--- src/rtl/dmem_lsu_ctrl.sv ---
// Data memory behind a valid/ready load-store port: RISC-V byte/half/word access,
// single-cycle registered response, and a word-per-cycle fill sequence after reset.
module dmem_lsu_ctrl #(
   parameter int ADDR_WIDTH = 32,
   parameter int DEPTH      = 64,
   parameter int INIT_MODE  = 1
) (
   input  logic                  clk,
   input  logic                  rst_n,
   input  logic                  req_valid,
   output logic                  req_ready,
   input  logic                  req_we,
   input  logic [ADDR_WIDTH-1:0] req_addr,
   input  logic [2:0]            req_size,
   input  logic [31:0]           req_wdata,
   output logic                  rsp_valid,
   output logic [31:0]           rsp_rdata,
   output logic                  rsp_err,
   output logic                  init_done
);

   localparam int IDX_W = $clog2(DEPTH);

   typedef enum logic {S_INIT, S_RUN} state_t;

   state_t           r_state;
   logic [IDX_W-1:0] r_init_cnt;
   logic [31:0]      r_mem [DEPTH];
   logic             r_req_ready;
   logic             r_init_done;
   logic             r_rsp_valid;
   logic [31:0]      r_rsp_rdata;
   logic             r_rsp_err;

   logic [1:0]       w_off;
   logic [4:0]       w_shamt;
   logic [IDX_W-1:0] w_idx;
   logic [31:0]      w_word;
   logic [31:0]      w_shifted;
   logic [31:0]      w_ldata;
   logic [31:0]      w_smask;
   logic [31:0]      w_sdata;
   logic [31:0]      w_sword;
   logic             w_oor;
   logic             w_misal;
   logic             w_badfn;
   logic             w_err;
   logic             w_accept;

   always_comb begin
      w_off     = req_addr[1:0];
      w_shamt   = {w_off, 3'b000};
      w_idx     = req_addr[IDX_W+1:2];
      w_word    = r_mem[w_idx];
      w_shifted = w_word >> w_shamt;
      w_accept  = req_valid & r_req_ready;

      // Anything above the array's byte span is out of range, whatever ADDR_WIDTH is.
      w_oor   = (req_addr >> (IDX_W + 2)) != '0;
      w_misal = ((req_size[1:0] == 2'b01) && w_off[0]) ||
                ((req_size[1:0] == 2'b10) && (w_off != 2'b00));
      if (req_we)
         w_badfn = (req_size != 3'b000) && (req_size != 3'b001) && (req_size != 3'b010);
      else
         w_badfn = (req_size == 3'b011) || (req_size == 3'b110) || (req_size == 3'b111);
      w_err = w_oor | w_misal | w_badfn;

      case (req_size)
         3'b000:  w_ldata = {{24{w_shifted[7]}}, w_shifted[7:0]};
         3'b001:  w_ldata = {{16{w_shifted[15]}}, w_shifted[15:0]};
         3'b010:  w_ldata = w_word;
         3'b100:  w_ldata = {24'h0, w_shifted[7:0]};
         3'b101:  w_ldata = {16'h0, w_shifted[15:0]};
         default: w_ldata = '0;
      endcase

      // Replicate store data across lanes, then keep only the addressed ones.
      case (req_size[1:0])
         2'b00: begin
            w_smask = 32'h0000_00FF << w_shamt;
            w_sdata = {4{req_wdata[7:0]}};
         end
         2'b01: begin
            w_smask = 32'h0000_FFFF << w_shamt;
            w_sdata = {2{req_wdata[15:0]}};
         end
         default: begin
            w_smask = '1;
            w_sdata = req_wdata;
         end
      endcase
      w_sword = (w_word & ~w_smask) | (w_sdata & w_smask);
   end

   always_ff @(posedge clk) begin
      if (!rst_n) begin
         r_state     <= S_INIT;
         r_init_cnt  <= '0;
         r_req_ready <= 1'b0;
         r_init_done <= 1'b0;
         r_rsp_valid <= 1'b0;
         r_rsp_rdata <= '0;
         r_rsp_err   <= 1'b0;
      end else begin
         r_rsp_valid <= 1'b0;
         r_rsp_rdata <= '0;
         r_rsp_err   <= 1'b0;
         case (r_state)
            S_INIT: begin
               r_mem[r_init_cnt] <= (INIT_MODE == 1) ? 32'(r_init_cnt) : '0;
               if (r_init_cnt == IDX_W'(DEPTH - 1)) begin
                  r_state     <= S_RUN;
                  r_req_ready <= 1'b1;
                  r_init_done <= 1'b1;
               end else begin
                  r_init_cnt <= r_init_cnt + 1'b1;
               end
            end
            S_RUN: begin
               if (w_accept) begin
                  r_rsp_valid <= 1'b1;
                  if (w_err)
                     r_rsp_err <= 1'b1;
                  else if (req_we)
                     r_mem[w_idx] <= w_sword;
                  else
                     r_rsp_rdata <= w_ldata;
               end
            end
         endcase
      end
   end

   assign req_ready = r_req_ready;
   assign init_done = r_init_done;
   assign rsp_valid = r_rsp_valid;
   assign rsp_rdata = r_rsp_rdata;
   assign rsp_err   = r_rsp_err;

endmodule
--- config.mk ---
export PLATFORM = sky130hd
export DESIGN_NAME = dmem_lsu_ctrl
export DESIGN_NICKNAME = d
export VERILOG_FILES = /design/src/rtl/dmem_lsu_ctrl.sv
export SDC_FILE = /design/constraint.sdc
export NUM_CORES = 2
export LEC_CHECK = 0
export ABC_AREA = 1
export CAP_MARGIN = 20
export CORE_MARGIN = 1.5
export CORE_UTILIZATION = 60
export CTS_CLUSTER_SIZE = 24
export DETAILED_ROUTE_END_ITERATION = 8
export GPL_ROUTABILITY_DRIVEN = 1
export PLACE_DENSITY = 0.77
export SLEW_MARGIN = 15
export SYNTH_ARGS = -nofsm -noshare
export SYNTH_HDL_FRONTEND = slang
export SYNTH_SLANG_ARGS = --single-unit
--- constraint.sdc ---
create_clock -name clk -period 20.1 [get_ports clk]
set_clock_uncertainty 0.15 [all_clocks]
set_input_delay 6.03 -clock clk [delete_from_list [all_inputs] [get_ports clk]]
set_output_delay 6.03 -clock clk [all_outputs]
set_load 0.02 [all_outputs]
==> results.cfg <==
[drt]
detail-route-antenna-nets = 0
drcViolationCount = 0
wl_per_cell_um = 27.48
viasPerCell = 6.494
drt_first_pass_iters = 8
wl_um = 249700
vias = 59010
drt_iter0_drc = 9745

[floorplan]
core_area_um2 = 139700
row_count = 137
pin_count = 107
start_util = 0.6059
die_h_um = 378.6
dieArea_um2 = 143300
die_x_um = 378.6

[finish]
final_common_cell = edfxtp_1
drive_above_1_share = 0.07755
fill_cells = 9453
multiInputGateArea_um2 = 20580
area_delta_synth_final_pct = 11.31
fin_nets = 7116
regArea_um2 = 62340
final_cell_mix = edfxtp_1 (2048), nand2_1 (1826), nand3_1 (1621)

[sta]
period_needed_ns = 11.36
rsz0062_at_grt = false
slew_headroom = 0.1951
hold_viol = 0
maxSlewViolCount = 0
period_share = 0.5653
finalSetupViolations = 0
fin_tns_setup_ns = 0
tightest_slew_ns = 1.207
fmax_mhz = 88.01

[setup_path]
crit_required_ns = 20.58
critical_path.startpoint = req_addr[2]
startpoint_type = input port
path_class = input port to flop
end_kind = flop
r2r_cells = 8
cp.arrival_ns = 11.84
r2r_end = r_mem[31][7]$_DFFE_PP_
crit_end = r_mem[8][17]$_DFFE_PP_
r2r_slack_ns = 15.68
r2r_start = init_done$_SDFFE_PN0P_
crit_fanout = 163

[placed_design]
gp_congestion = 1.007
portBuffers = 106
dpl.hpwl_um = 128100

[grt]
grt_pass1_wl_um = 359900
grt_pass1_vias = 56420
antenna_found_initial = 9
globalRouteOverflowTotal = 0
grt_max_degree = 206
grt_usage = 0.3475

[power_and_ir_drop]
p_per_area_nw_per_um2 = 94.49
leakagePower_uw = 0.03216
p_total_uw = 8903
vdd_drop_max_v = 0.00009951

[cts]
cts_made_buffers = 197
cts_max_level = 4
clkSinkCount = 2090
cts_resized = 0
tritoncts = yes
path_clk_slew_ns = 0.06
post_cts_buffers = 0
postCtsHoldBufs = 0
clockBufferDepth = 3
cts-root-buf = clkbuf_16
clock_latency_ns = 0.86

[logic_synthesis]
synth_seq_cells = 2090
ys_seq_area_frac = 0.7365
ys_types = 39
syn_avg_cell_area_um2 = 12.00
synth_area_um2 = 84640
syn_nets = 7124
yosys_warnings = 0
syn_inst = 7052

[status]
status = finished clean

[run]
maxCapViolations = 0

[worst_hold_path]
worstHoldPathType = flop to flop
worstHoldStart = r_init_cnt[0]$_SDFFE_PN0P_
-- metrics by stage --
step	setup WS (ns)	area, um^2	util	instances	hold slack, ns
floorplan	9.214	84640	-	7052	0.3091
global placement	8.206	87840	0.6288	8717	0.3520
detailed placement	8.074	87870	0.6290	8718	0.3778
CTS	8.956	94130	0.6738	9081	0.3920
global route	8.503	94210	0.6744	9085	0.4161
finish	8.738	94220	0.6744	9087	0.3966
-- where the power goes --
group | total, uW | switching (uW) | internal (uW) | leakage, uW
Sequential | 4740 | 3.24 | 4730 | 0.0175
Combinational | 534 | 397 | 137 | 0.0116
Clock | 3630 | 1590 | 2040 | 0.00306
Total | 8900 | 1990 | 6920 | 0.0322
-- cell usage after synthesis --
library cell | instances | share of area
o21ai_2 | 1 | 0.00010
mux2_2 | 1 | 0.00013
clkbuf_1 | 82 | 0.0036
nand3_4 | 2 | 0.00041
nand2_1 | 1831 | 0.081
nand4_1 | 3 | 0.00022
o221ai_1 | 1 | 0.00010
buf_4 | 50 | 0.0044
nor3_1 | 6 | 0.00035
nand4_4 | 5 | 0.0013
inv_2 | 6 | 0.00027
dfxtp_1 | 42 | 0.0099
nor4_1 | 3 | 0.00022
o211ai_1 | 2 | 0.00018
ha_1 | 1 | 0.00015
nand3_1 | 1622 | 0.096
nor3_2 | 1 | 0.00012
a22oi_1 | 1 | 0.000089
edfxtp_1 | 2048 | 0.73
o21ai_0 | 309 | 0.018
nor3b_2 | 1 | 0.00015
nor2_4 | 3 | 0.00040
a21oi_1 | 70 | 0.0041
a211oi_1 | 1 | 0.000089
nor3b_1 | 1 | 0.000089
nand3_2 | 1 | 0.00012
o22ai_1 | 131 | 0.0097
clkinv_1 | 1 | 0.000044
nor2_1 | 414 | 0.018
nand4_2 | 2 | 0.00030
o31ai_1 | 1 | 0.000089
buf_6 | 1 | 0.00013
inv_1 | 54 | 0.0024
o21ai_4 | 3 | 0.00058
o21a_1 | 1 | 0.000089
buf_1 | 71 | 0.0031
o21ai_1 | 6 | 0.00035
buf_2 | 261 | 0.015
and2_1 | 12 | 0.00089
-- per-layer routing --
| metal | up-vias | wire, um | GRT usage |
|---|---|---|---|
| met1 | 28480 | 87420 | 0.4556 |
| met2 | 4454 | 111400 | 0.5231 |
| li1 | 25270 | - | - |
| met4 | 8 | 16220 | 0.2079 |
| met5 | - | 51 | 0 |
| met3 | 804 | 34540 | 0.09401 |
-- flip-flops by register name, summed over array words and instances (netlist names) --
register    flops
r_init_cnt      6
r_state         1
rsp_rdata      32
r_mem        2048
init_done       1
rsp_err         1
rsp_valid       1
-- worst max-delay path, cell delays in order --
cell and delay, ns:
buf_8 0.22, inv_8 0.72, buf_4 0.45, buf_4 0.78, buf_4 0.78, nand2_1 0.14
nand3_1 0.12, nand3_1 0.10, nand3_1 0.12, nand3_1 0.21, nand3_1 0.22, and2_1 0.22
inv_1 0.09, a21oi_4 0.88, buf_4 0.48
-- cell type report --
type / count / area share
diodes: 3 / 0.00007968
clock buffers: 277 / 0.05836
clock inverters: 86 / 0.008021
inverters: 61 / 0.002736
multi-input cells: 4436 / 0.2184
flip-flops and latches: 2090 / 0.6617
well taps: 1876 / 0.02491
repair buffers: 258 / 0.02583
-- worst min path at each step --
| stage | end | depth (start not counted) |
|---|---|---|
| after detailed placement | r_init_cnt[0]$_SDFFE_PN0P_ | 1 |
| after CTS | r_init_cnt[0]$_SDFFE_PN0P_ | 1 |
| after floorplan | r_init_cnt[0]$_SDFFE_PN0P_ | 1 |
| after global routing | r_init_cnt[0]$_SDFFE_PN0P_ | 1 |
| after global placement | r_init_cnt[0]$_SDFFE_PN0P_ | 1 |
| final | r_init_cnt[0]$_SDFFE_PN0P_ | 1 |
-- cell families after synthesis --
| family | synth area share |
|---|---|
| AOI/OAI and AO/OA | 0.03376 |
| adders and majority gates | 0.0001478 |
| buffers and inverters | 0.02949 |
| DFF | 0.7365 |
| muxes | 0.0001330 |
| and+or+nand+nor | 0.2000 |
Power figures use the tool's default switching activity.
